**src/rtl/pipeline_pkg.sv**
```systemverilog
// Shared pipeline definitions: fetch FSM encoding, reset/bubble constants, PC helpers.
package pipeline_pkg;

  typedef enum logic [1:0] {
    IDLE = 2'd0,
    REQ  = 2'd1,
    WAIT = 2'd2,
    DROP = 2'd3
  } fetch_state_t;

  localparam logic [31:0] RESET_PC_DEFAULT  = 32'h0000_0000;
  localparam logic [31:0] NOP_INSTR_DEFAULT = 32'h0000_0013;

  // Instruction addresses are word aligned; low two bits of any redirect are dropped.
  function automatic logic [31:0] align_pc(input logic [31:0] addr);
    return {addr[31:2], 2'b00};
  endfunction

endpackage

```
**src/rtl/fetch_skid_buf.sv**
```systemverilog
// One-entry {instr, PC} holding buffer for a response that lands while decode is stalled.
module fetch_skid_buf
  import pipeline_pkg::*;
(
  input  logic        clk,
  input  logic        rst,
  input  logic        load,
  input  logic        drain,
  input  logic        clear,
  input  logic [31:0] load_instr,
  input  logic [31:0] load_pc,
  output logic        skid_valid,
  output logic [31:0] skid_instr,
  output logic [31:0] skid_pc
);

  logic        vld_p0;
  logic [31:0] instr_p0;
  logic [31:0] pc_p0;

  // Occupancy flag: clear wins, then load, then drain.
  always_ff @(posedge clk) begin
    if (rst || clear) begin
      vld_p0 <= 1'b0;
    end else if (load) begin
      vld_p0 <= 1'b1;
    end else if (drain) begin
      vld_p0 <= 1'b0;
    end
  end

  // Payload capture; contents are meaningless while the flag is low.
  always_ff @(posedge clk) begin
    if (load) begin
      instr_p0 <= load_instr;
      pc_p0    <= load_pc;
    end
  end

  assign skid_valid = vld_p0;
  assign skid_instr = instr_p0;
  assign skid_pc    = pc_p0;

endmodule

```
**src/rtl/fetch_stage.sv**
```systemverilog
// Instruction fetch: PC register, single-outstanding imem request FSM, IF/ID slot with skid.
module fetch_stage
  import pipeline_pkg::*;
#(
  parameter logic [31:0] RESET_PC  = RESET_PC_DEFAULT,
  parameter logic [31:0] NOP_INSTR = NOP_INSTR_DEFAULT
) (
  input  logic        clk,
  input  logic        rst,
  input  logic        PCsrc,
  input  logic [31:0] target_pc,
  input  logic        stall,
  input  logic        flush,
  output logic        imem_req,
  output logic [31:0] imem_addr,
  input  logic        imem_gnt,
  input  logic        imem_rvalid,
  input  logic [31:0] imem_rdata,
  output logic [31:0] instr,
  output logic        instr_valid,
  output logic [31:0] PC,
  output logic [31:0] PC_plus4
);

  fetch_state_t state_q, state_d;
  logic [31:0]  pc_q;

  logic [31:0]  instr_p1;
  logic [31:0]  pc_p1;
  logic         vld_p1;

  logic         skid_valid;
  logic [31:0]  skid_instr;
  logic [31:0]  skid_pc;

  logic         gnt_ok;
  logic         rsp_live;
  logic         slot_open;
  logic         kill;
  logic         skid_load;
  logic         skid_drain;

  // A request is only offered when the skid is empty, so a response and a
  // skid entry can never both be pending.
  assign imem_req   = (state_q == REQ) && !skid_valid;
  assign imem_addr  = pc_q;
  assign gnt_ok     = imem_req && imem_gnt;
  // Only a response in WAIT is current; responses seen in DROP/IDLE/REQ are stale.
  assign rsp_live   = (state_q == WAIT) && imem_rvalid;
  // Slot can take a new entry when it is empty or decode consumes it this cycle.
  assign slot_open  = !stall || !vld_p1;
  assign kill       = PCsrc || flush;
  assign skid_load  = rsp_live && !kill && !slot_open;
  assign skid_drain = skid_valid && slot_open && !kill;

  fetch_skid_buf u_skid (
    .clk        (clk),
    .rst        (rst),
    .load       (skid_load),
    .drain      (skid_drain),
    .clear      (kill),
    .load_instr (imem_rdata),
    .load_pc    (pc_q),
    .skid_valid (skid_valid),
    .skid_instr (skid_instr),
    .skid_pc    (skid_pc)
  );

  // FSM state register.
  always_ff @(posedge clk) begin
    if (rst) begin
      state_q <= IDLE;
    end else begin
      state_q <= state_d;
    end
  end

  // Next state: a redirect that leaves a response in flight parks in DROP.
  always_comb begin
    state_d = state_q;
    unique case (state_q)
      IDLE: state_d = REQ;
      REQ: begin
        if (gnt_ok) begin
          state_d = PCsrc ? DROP : WAIT;
        end
      end
      WAIT: begin
        if (imem_rvalid) begin
          state_d = REQ;
        end else if (PCsrc) begin
          state_d = DROP;
        end
      end
      DROP: begin
        if (imem_rvalid) begin
          state_d = REQ;
        end
      end
      default: state_d = IDLE;
    endcase
  end

  // Fetch PC: redirect wins, otherwise advance once per accepted response (wraps at 2^32).
  always_ff @(posedge clk) begin
    if (rst) begin
      pc_q <= RESET_PC;
    end else if (PCsrc) begin
      pc_q <= align_pc(target_pc);
    end else if (rsp_live) begin
      pc_q <= pc_q + 32'd4;
    end
  end

  // IF/ID valid: kill empties it; otherwise refill from skid first, then the live response.
  always_ff @(posedge clk) begin
    if (rst || kill) begin
      vld_p1 <= 1'b0;
    end else if (slot_open) begin
      vld_p1 <= skid_valid || rsp_live;
    end
  end

  // ---- IF/ID stage boundary: word and its issuing PC captured together ----
  always_ff @(posedge clk) begin
    if (rst) begin
      instr_p1 <= NOP_INSTR;
      pc_p1    <= RESET_PC;
    end else if (!kill && slot_open) begin
      if (skid_valid) begin
        instr_p1 <= skid_instr;
        pc_p1    <= skid_pc;
      end else if (rsp_live) begin
        instr_p1 <= imem_rdata;
        pc_p1    <= pc_q;
      end
    end
  end

  assign instr       = vld_p1 ? instr_p1 : NOP_INSTR;
  assign instr_valid = vld_p1;
  assign PC          = pc_p1;
  assign PC_plus4    = pc_p1 + 32'd4;

endmodule
```
**config.mk**
```make
export PLATFORM = sky130hd
export DESIGN_NAME = fetch_stage
export DESIGN_NICKNAME = d
export VERILOG_FILES = /design/src/rtl/pipeline_pkg.sv /design/src/rtl/fetch_skid_buf.sv /design/src/rtl/fetch_stage.sv
export SDC_FILE = /design/constraint.sdc
export NUM_CORES = 1
export LEC_CHECK = 0
export CORE_UTILIZATION = 26
export DETAILED_ROUTE_END_ITERATION = 7
export MAX_ROUTING_LAYER = met4
export SLEW_MARGIN = 30
export SYNTH_ARGS = -nofsm -noshare
export SYNTH_HDL_FRONTEND = slang
export SYNTH_HIERARCHICAL = 1
export SYNTH_SLANG_ARGS = --single-unit
```
**constraint.sdc**
```tcl
create_clock -name clk -period 12.7 [get_ports clk]
set_input_delay 2.54 -clock clk [delete_from_list [all_inputs] [get_ports clk]]
set_output_delay 2.54 -clock clk [all_outputs]
set_load 0.005 [all_outputs]
```
==> impl_results.md <==
* Outcome: finished, final reports clean
* DRC Markers at 0
* Die Width at 174 µm
* Simple-gate share of the synthesized area at 19.8%
* Routed wire length at about 22000 µm
* Post-Synth XOR/XNOR Area at ~4.4%
* Clock Latency Late Sink at about 0.43 ns
* Nets at 994
* Max_cap viols at 0
* Antenna Nets Post-Route at 0
* Port Buffers at about 200
* Pin count of the biggest net entering global routing at 90
* Reg2Reg Setup Slack at about 9.8 ns
* Final setup vio count at 0
* Count of hold-fix buffers inserted at cts at 0
* Fillers at 2880
* Clock Tree Root: clkbuf_16
* Combinational family with the most area after synthesis: simple AND/OR/NAND/NOR gates
* Critical path class: reg2out
* Syn avg cell area at 10.3 µm²
* Hpwl dp at 15300 µm
* Min-delay src: instr_p1[1]
* Slew Viols, Final at 0
* Htree depth at 4
* WP data arrival at between 3 and 4 ns
* First-pass GRT wire length at 34800 µm
* Crit path time final at between 5 and 6 ns
* Hold Path Cell Cnt at 1
* Static leakage at 3.28 nW
* Cell Pwr Density at 114 nW/µm²
* Ratio of cells with drive above 1 in the final layout at between 5 and 6%
* Mux share of post-synthesis cell area at about 8.1%
* Post-synth design cell area at roughly 7700 µm²
* GRT Overall Usage at 15.3%
* Reg2reg start: state_q[1]
* RSZ-0062 raised after global routing: no
* Synth Flop Type: dfxtp_1
* Final core utilization at between 30% and 40%
* Drt first-iter violations at ~260
* Critical Path RT at ~10 ns
* CTS sink cnt at about 160
* # resized after CTS at 0
* Post-DP Area at between 9000 and 10000 µm²
* Layout area overhead at 37.1%
* Hold Violations, Final at 0
* CTS max path bufs at 2
* CP Capture Type: output pin
* Syn. warnings at 6
* Initial antenna violation count at 4
* Final Wtd Congestion at 0.747
* Max Clk Rate at 180 MHz
* Wire per inst at 16.9 µm
* Number of global-route vias before repair at around 6k
* Synthesized-area fraction occupied by adder cells at 0.813%
* Clk slew on worst S/H paths at 0.07 ns
* Die Y at 174 µm
* FFs w/ async S/R, synth at 0%
* Seq/Total Area, Yosys at around half
* DR vias/cell at 4.72
* Slew margin rel. at 40.9%
* Die area at between 30000 and 40000 µm²
* Post-CTS Setup Bufs at 0
* Grt ovf at 0
* Io pins at 201
* Synth cell types at just over 60
* Fin Clk Skew at between 0.008 and 0.009 ns
* Register-to-Register Path Depth at 6
* # rows at between 60 and 70
* CTS tree: done
* Final instance area at around 11000 µm²
* Core area at 28900 µm²
* Period utilization at 43.8%
* Startpoint types: flop
* Yosys reg bits at between 150 and 200
* Synth Area in Compound Gates at between 10% and 20%
* Final cell count without fillers at roughly 1.3k
* Post-placement cell count at between 1k and 1.5k
* CTS buffer count at 17
* Final worst slack at between 7 and 8 ns
* Worst Tran Pin Value at 0.874 ns
* Place WS at approximately 7.4 ns
* Worst r2r dst: instr_p1[22]
* Final setup TNS at 0 ns
* Initial cell density of the core at 26.6%
* Synth Instances at 747
* Max VDD drop at between 0.05 and 0.06 mV
* Crit Path Max Fanout at 9
* Worst Hold Path EP: instr_p1[1]
* Post-synth EDFFs at 64
* DR pass1 iterations at 4
* Tightest Hold Check Type: reg2reg
* Vias at between 6k and 7k
## power by group
group	internal (mW)	switching [mW]
Sequential	0.552	0.0208
Combinational	0.0598	0.0436
Clock	0.305	0.223
## how the worst max path moves through the flow
stage                     start                    to
floorplan                 PCsrc  u_skid/skid_instr[0]
global placement    imem_rvalid          instr_p1[25]
detailed placement  imem_rvalid          instr_p1[21]
CTS                       PC[2]          PC_plus4[30]
global route              PC[2]          PC_plus4[30]
finish                    PC[2]          PC_plus4[30]
## sequential cells by signal, summed over array words and instances (netlist names)
signal / count
PC: 32
imem_addr: 30
instr_p1: 32
instr_valid: 1
state_q: 2
u_skid/skid_instr: 32
u_skid/skid_pc: 32
u_skid/skid_valid: 1
## final cells by class
class	count	area [µm²]	share of cell area [%]
clock buffer	23	509	4.82
timing repair buffer	204	2030	19.2
inverter	13	48.8	0.462
tap	384	480	4.55
sequential	162	3890	36.8
clock inverter	9	90.1	0.853
multi-input combinational	520	3500	33.2
antenna	4	10.0	0.0948
## cells in the final DEF, fill, tap and decap left out, types with 3 or more instances in the layout
cell type        Yosys  routed
clkdlybuf4s50_1      0     195
dfxtp_1             98      97
nor2_1              96      96
a211oi_1            71      71
edfxtp_1            64      64
mux2i_1             62      62
and2_1              34      34
nand2_1             32      32
xnor2_1             26      26
nand4_1             25      25
nand3_1             20      20
clkbuf_16            0      18
and4_1              13      13
xor2_1              13      13
inv_1               12      12
nor3_1              13      12
a311oi_1            11      11
a21oi_1             10      10
and3_1               8       8
buf_4                4       7
nor4_1               7       6
nor2b_1              6       6
or4_1                6       6
o21ai_0              5       5
ha_1                 5       5
diode_2              0       4
nand3b_1             4       4
or3_1                4       4
o31ai_1              4       4
conb_1               1       4
clkbuf_8             2       4
nand2b_1             3       3
a211o_1              3       3
a21boi_0             3       3
a2111oi_0            3       3
inv_6                0       3
## stage by stage
step	power [mW]	hold slack (ns)
after floorplan	0.628	0.426
after global placement	0.687	0.434
after detailed placement	0.689	0.445
after CTS	1.22	0.461
after global routing	1.26	0.488
final	1.20	0.457
## synth_stat cells, types with 3 or more instances
library cell / instances / area share, %
a2111oi_0: 3 / 0.34
a211o_1: 3 / 0.34
a211oi_1: 71 / 6.9
a21boi_0: 3 / 0.29
a21oi_1: 10 / 0.65
a311oi_1: 11 / 1.3
and2_1: 34 / 2.8
and3_1: 8 / 0.65
and4_1: 13 / 1.5
buf_1: 11 / 0.54
buf_2: 4 / 0.26
buf_4: 4 / 0.39
buf_6: 3 / 0.44
clkbuf_1: 29 / 1.4
dfxtp_1: 98 / 25
edfxtp_1: 64 / 25
ha_1: 5 / 0.81
inv_1: 12 / 0.59
mux2i_1: 62 / 8.1
nand2_1: 32 / 1.6
nand2b_1: 3 / 0.24
nand3_1: 20 / 1.3
nand3b_1: 4 / 0.39
nand4_1: 25 / 2.0
nor2_1: 96 / 4.7
nor2b_1: 6 / 0.49
nor3_1: 13 / 0.85
nor4_1: 7 / 0.57
o21ai_0: 5 / 0.33
o31ai_1: 4 / 0.39
or3_1: 4 / 0.33
or4_1: 6 / 0.59
xnor2_1: 26 / 3.0
xor2_1: 13 / 1.5
## layer usage
| layer | wire, µm | GRT usage, % | vias to the layer above |
|---|---|---|---|
| met4 | 282 | 4.06 | 0 |
| met2 | 10500 | 24.6 | 163 |
| met1 | 10200 | 18.6 | 2920 |
| met3 | 1370 | 4.51 | 17 |
| li1 | - | - | 3127 |
| met5 | 0 | - | - |
## worst max-delay path, stage by stage (launching register included)
cell	delay (ns)
dfxtp_1	0.54
ha_1	0.35
and4_1	0.27
nand4_1	0.38
nor4_1	0.36
xor2_1	0.17
clkdlybuf4s50_1	0.52
## cell families after synthesis
| family | after synthesis |
|---|---|
| flops | 162 |
| buf+inv | 68 |
| simple gates | 286 |
| fa+ha+maj | 5 |
| xor+xnor | 39 |
| mux | 62 |
| compound gates | 124 |
| other cells | 1 |
No activity file was read; power rests on OpenSTA's default activity.
